`config.mk`:
```
export PLATFORM = sky130hd
export DESIGN_NAME = modexp_ctrl
export DESIGN_NICKNAME = d
export VERILOG_FILES = /design/src/rtl/modexp_pkg.sv /design/src/rtl/exp_shifter.sv /design/src/rtl/modexp_ctrl.sv
export SDC_FILE = /design/constraint.sdc
export NUM_CORES = 2
export LEC_CHECK = 0
export CAP_MARGIN = 0
export CORE_AREA = 3 3 702 704
export DETAILED_ROUTE_END_ITERATION = 8
export DIE_AREA = 0 0 705 707
export PLACE_DENSITY = 0.3
export SLEW_MARGIN = 30
export SYNTH_ARGS = -nofsm -noshare
export SYNTH_HDL_FRONTEND = slang
export SYNTH_SLANG_ARGS = --single-unit
```
`constraint.sdc`:
```
create_clock -name clk -period 1.72 [get_ports clk]
set_input_delay 0.516 -clock clk [delete_from_list [all_inputs] [get_ports clk]]
set_output_delay 0.516 -clock clk [all_outputs]
set_load 0.01 [all_outputs]
```
`src/rtl/modexp_pkg.sv`:
```
// Shared constants and state encoding for the square-and-multiply sequencer.
package modexp_pkg;
    localparam int EXP_BITS = 256;
    localparam int IDX_W    = $clog2(EXP_BITS);
    localparam int MM_LAT   = 18;

    typedef enum logic [2:0] {
        IDLE,
        SCAN,
        ISSUE,
        WAIT,
        DROP,
        FINISH
    } state_t;
endpackage

```
`src/rtl/exp_shifter.sv`:
```
// Exponent shift register and bit index; leading-zero skipping is built in
// only when MODEXP_SKIP_LZ_EN is defined.
module exp_shifter
    import modexp_pkg::*;
(
    input  logic                clk,
    input  logic                rst,
    input  logic                load,
    input  logic [EXP_BITS-1:0] exp_in,
    input  logic                adv,
    input  logic                scan,
    output logic                msb,
    output logic                nxt,
    output logic                last,
    output logic                scan_hold,
    output logic                exp_zero
);
`ifdef MODEXP_SKIP_LZ_EN
    localparam bit SKIP_LZ = 1'b1;
`else
    localparam bit SKIP_LZ = 1'b0;
`endif

    logic [EXP_BITS-1:0] sr;
    logic [IDX_W-1:0]    idx;
    logic                step;

    assign msb  = sr[EXP_BITS-1];
    assign nxt  = sr[EXP_BITS-2];
    assign last = (idx == '0);

    // A zero MSB at index 0 means every bit was zero: nothing left to issue.
    assign scan_hold = SKIP_LZ && scan && !msb && !last;
    assign exp_zero  = SKIP_LZ && !msb && last;
    assign step      = adv || scan_hold;

    always_ff @(posedge clk) begin
        if (rst) begin
            sr  <= '0;
            idx <= '0;
        end else if (load) begin
            sr  <= exp_in;
            idx <= IDX_W'(EXP_BITS - 1);
        end else if (step) begin
            sr  <= {sr[EXP_BITS-2:0], 1'b0};
            idx <= idx - IDX_W'(1);
        end
    end
endmodule

```
`src/rtl/modexp_ctrl.sv`:
```
// Square-and-multiply sequencer driving a Montgomery multiplier, MSB-first.
// Define MODEXP_SKIP_LZ_EN to skip leading zero exponent bits in SCAN.
module modexp_ctrl
    import modexp_pkg::*;
(
    input  logic                clk,
    input  logic                rst,
    input  logic                start,
    input  logic [EXP_BITS-1:0] exponent,
    input  logic [EXP_BITS-1:0] base_m,
    input  logic [EXP_BITS-1:0] one_m,
    output logic                busy,
    output logic                done,
    output logic [EXP_BITS-1:0] result,
    output logic                mm_en,
    output logic                mm_pow_bit,
    output logic [EXP_BITS-1:0] mm_multiplicand,
    output logic [EXP_BITS-1:0] mm_indata,
    input  logic                mm_end_flag,
    input  logic [EXP_BITS-1:0] mm_answer
);
    state_t              state, state_nx;
    logic [EXP_BITS-1:0] acc, base_q, result_q;
    logic                msb, nxt, last, scan_hold, exp_zero;
    logic                load, adv;

    assign load = (state == IDLE) && start;
    assign adv  = (state == DROP) && !last;

    exp_shifter u_shifter (
        .clk       (clk),
        .rst       (rst),
        .load      (load),
        .exp_in    (exponent),
        .adv       (adv),
        .scan      (state == SCAN),
        .msb       (msb),
        .nxt       (nxt),
        .last      (last),
        .scan_hold (scan_hold),
        .exp_zero  (exp_zero)
    );

    always_ff @(posedge clk) begin
        if (rst) state <= IDLE;
        else     state <= state_nx;
    end

    always_comb begin
        state_nx = state;
        case (state)
            IDLE:   if (start) state_nx = SCAN;
            SCAN: begin
                if (scan_hold)     state_nx = SCAN;
                else if (exp_zero) state_nx = FINISH;
                else               state_nx = ISSUE;
            end
            ISSUE:  state_nx = WAIT;
            WAIT:   if (mm_end_flag) state_nx = DROP;
            DROP:   state_nx = last ? FINISH : ISSUE;
            FINISH: state_nx = IDLE;
            default: state_nx = IDLE;
        endcase
    end

    always_ff @(posedge clk) begin
        if (rst) begin
            acc      <= '0;
            base_q   <= '0;
            result_q <= '0;
        end else begin
            if (load) begin
                acc    <= one_m;
                base_q <= base_m;
            end
            if ((state == WAIT) && mm_end_flag)
                acc <= mm_answer;
            if ((state_nx == FINISH) && (state != FINISH))
                result_q <= acc;
        end
    end

    assign busy            = (state != IDLE);
    assign done            = (state == FINISH);
    assign result          = result_q;
    assign mm_en           = (state == ISSUE) || (state == WAIT);
    // The shift happens at the end of DROP, so show the upcoming bit during
    // DROP to keep pow_bit settled a full cycle before mm_en rises.
    assign mm_pow_bit      = (state == DROP) ? nxt : msb;
    assign mm_multiplicand = acc;
    assign mm_indata       = base_q;
endmodule

```
==> results.sh <==
export IMPL_crit_type="reg2out"
export IMPL_clkLatencyLatePin_ns=0.86
export IMPL_violations="negative setup slack"
export IMPL_yosysUniqueCellTypes=37
export IMPL_synthMuxAreaShare=0
export IMPL_max_stage_delay_ns=0.35
export IMPL_grt_max_degree=79
export IMPL_cts_root_buf="clkbuf_16"
export IMPL_finalWorstSetupSlack_ns=-0.861
export IMPL_ys_ff_latch=1035
export IMPL_via_per_inst=3.51
export IMPL_finClkSkew_ns=0.0431
export IMPL_dr_pass1_iters=8
export IMPL_synth_xor_area_share=0.000441
export IMPL_fin_util=0.184
export IMPL_clock_path_buffers=4
export IMPL_grt_overflow=0
export IMPL_rsz0062_at_grt="yes"
export IMPL_crit_slowest_cell="dfxtp_4"
export IMPL_outcome="complete, but fails checks"
export IMPL_drc_errors=0
export IMPL_total_power_w=0.0819
export IMPL_clkPwrFrac=0.413
export IMPL_min_period_ns=2.58
export IMPL_grt_pass1_vias=49777
export IMPL_final_antenna_net_count=0
export IMPL_numCtsBuffers=155
export IMPL_tightest_slew_ns=0.651
export IMPL_clock_fmax_ghz=0.387
export IMPL_crit_top_cell="buf_6"
export IMPL_finalMaxSlewViolations=0
export IMPL_sw_frac_of_total=0.313
export IMPL_io_buffers=1799
export IMPL_cap_violations=0
export IMPL_synthAdderAreaFrac=0.000630
export IMPL_io_pin_count=1800
export IMPL_switchingPower_w=0.0257
export IMPL_clock_sinks=1035
export IMPL_dp_hpwl_um=361000
export IMPL_fp_coreArea_um2=487000
export IMPL_grt_use_total=0.167
export IMPL_vias=49643
export IMPL_p_leak_nw=33.2
export IMPL_chipHeight_um=707
export IMPL_synth_edf_count=0
export IMPL_avgSynthCellArea_um2=7.73
export IMPL_antenna_found_initial=291
export IMPL_die_area_um2=498000
export IMPL_hold_class="in2reg"
export IMPL_async_flop_share=0
export IMPL_cp_end_kind="output pin"
export IMPL_timing_final_crit_share=1.50
export IMPL_layout_drive_gt1_share=0.393
export IMPL_power_frac_comb=0.248
export IMPL_cp_arrival_ns=2.07
export IMPL_synth_main_ff_cell="dfxtp_1"
export IMPL_pwr_share_seq=0.339
export IMPL_clk_pin_slew_ns=0.06
export IMPL_syn_area_um2=39700
export IMPL_synth_simple_area_share=0.223
export IMPL_layout_commonest_cell="nand2_1"
export IMPL_wl_per_cell_um=31.3
export IMPL_syn_inst=5139
export IMPL_vdd_ir_drop_max_mv=0.743
export IMPL_nNetsFinal=8538
export IMPL_area_growth_pct=125
export IMPL_hold_viol_final=0
export IMPL_first_iter_violations=3080
export IMPL_wl_um=443000
export IMPL_crit_chain="nor3_4 -> buf_6 -> buf_6 -> clkinvlp_4 -> buf_6"
export IMPL_synth_top_family_by_area="simple AND/OR/NAND/NOR gates"
export IMPL_synth_compound_area_share=0.205
export IMPL_setup_violations=1804
export IMPL_yosysSeqAreaShare=0.522
export IMPL_die_x_um=705
export IMPL_powerDensity_nw_per_um2=916
export IMPL_final_cell_mix="nand2_1 (1530), clkdlybuf4s50_1 (1047), dfxtp_1 (630), a21oi_1 (597), buf_12 (534)"
export IMPL_std_cell_rows=256
export IMPL_grt_pass1_wl_um=546000
export IMPL_cts_tree="built"
export IMPL_path_max_fanout=4
export IMPL_intPower_w=0.0562
export IMPL_timing_slew_headroom=0.566
export IMPL_start_util=0.0816
export IMPL_startpoint_type="flip-flop"
export IMPL_place_congestion=0.938
export IMPL_yosys_warnings=0
export IMPL_required_ns=1.20
export IMPL_synth_nets=6169
export IMPL_h_tree_depth=4
export IMPL_holdWs_ns=0.213
-- worst paths after layout --
path / start / endpoint / slack [ns] / depth (start not counted)
worst max-delay path: state[2] / busy / -0.86 / 5
worst min register to register: result[199] / result[199] / 0.45 / 2
worst max register to register: u_shifter.idx[0] / u_shifter.sr[113] / -0.71 / 12
worst min-delay path: base_m[134] / mm_indata[134] / 0.21 / 3
-- through the flow --
stage          instance area, um2  worst slack [ns]  TNS (ns)  instances
2_1_floorplan               40000            -0.121    -52.43       5139
3_3_place_gp                72600             -1.09   -806.88      13402
3_5_place_dp                72600             -1.14   -853.38      13402
4_1_cts                     84800             -1.03   -926.03      14001
5_1_grt                     89400            -0.977   -839.52      14111
6_report                    89500            -0.861   -647.43      14143
-- cell usage after synthesis (2+ instances only) --
cell type / n / area [um2]
nor2b_1: 2 / 12.5
nand2_1: 1798 / 6750
nand4_1: 2 / 12.5
a221oi_1: 2 / 17.5
ha_1: 2 / 25.0
a31oi_1: 2 / 12.5
nor2_1: 517 / 1940
nand3_1: 4 / 20.0
a21oi_1: 776 / 3880
a211oi_1: 258 / 1940
inv_1: 3 / 11.3
a311oi_1: 257 / 2250
clkbuf_1: 279 / 1050
dfxtp_1: 1035 / 20700
buf_1: 21 / 78.8
buf_2: 154 / 771
buf_4: 3 / 22.5
nor3_1: 5 / 25.0
-- cells by family after synthesis --
family / Yosys count
and+or+nand+nor: 2339
AOI/OAI and AO/OA: 1301
DFF: 1035
buffers and inverters: 460
xor gates and xnor gates: 2
adders and majority gates: 2
-- registers in the layout, indices dropped and copies added (netlist names) --
register / cells
mm_multiplicand: 256
state: 3
result: 256
u_shifter.idx: 8
u_shifter.sr: 256
mm_indata: 256
-- routing by layer --
metal	share of wire	wire length, um	GRT usage
met1	0.37	163000	0.179
met2	0.48	213000	0.283
met3	0.11	47600	0.0788
met4	0.042	18600	0.0644
met5	0.0025	1110	0
-- worst max-delay path: cells and delay by family, from the launching register on --
family                 cells  cell delay (ns)
buffers and inverters      4             0.69
DFF                        1             0.35
and+or+nand+nor            1             0.19
-- cell type report --
cell class / count / area (um2)
clock inverters: 53 / 764
flip-flops and latches: 1035 / 21400
well taps: 6450 / 8070
fillers: 54037 / 397000
diodes: 66 / 165
repair buffers: 2669 / 33400
multi-input cells: 3644 / 21200
inverters: 3 / 15.0
clock buffers: 223 / 4450
-- repair_timing --
item,4_1_cts,5_1_grt
gates resized for setup,3192,832
endpoints found under the setup margin,1805,1807
hold buffers,1,0
pin swaps,275,297
cloned,70,42
setup buffers,257,74
endpoints found under the hold margin,1,0
-- power by group through the flow --
stage | registers [W] | clock network (W) | logic (W)
after floorplan | 0.0277 | 0 | 0.00445
after global placement | 0.0280 | 0 | 0.0159
after detailed placement | 0.0280 | 0 | 0.0159
after CTS | 0.0277 | 0.0353 | 0.0187
after global routing | 0.0280 | 0.0360 | 0.0214
final | 0.0278 | 0.0338 | 0.0203
Note: power is estimated with default switching activity, not from simulation.
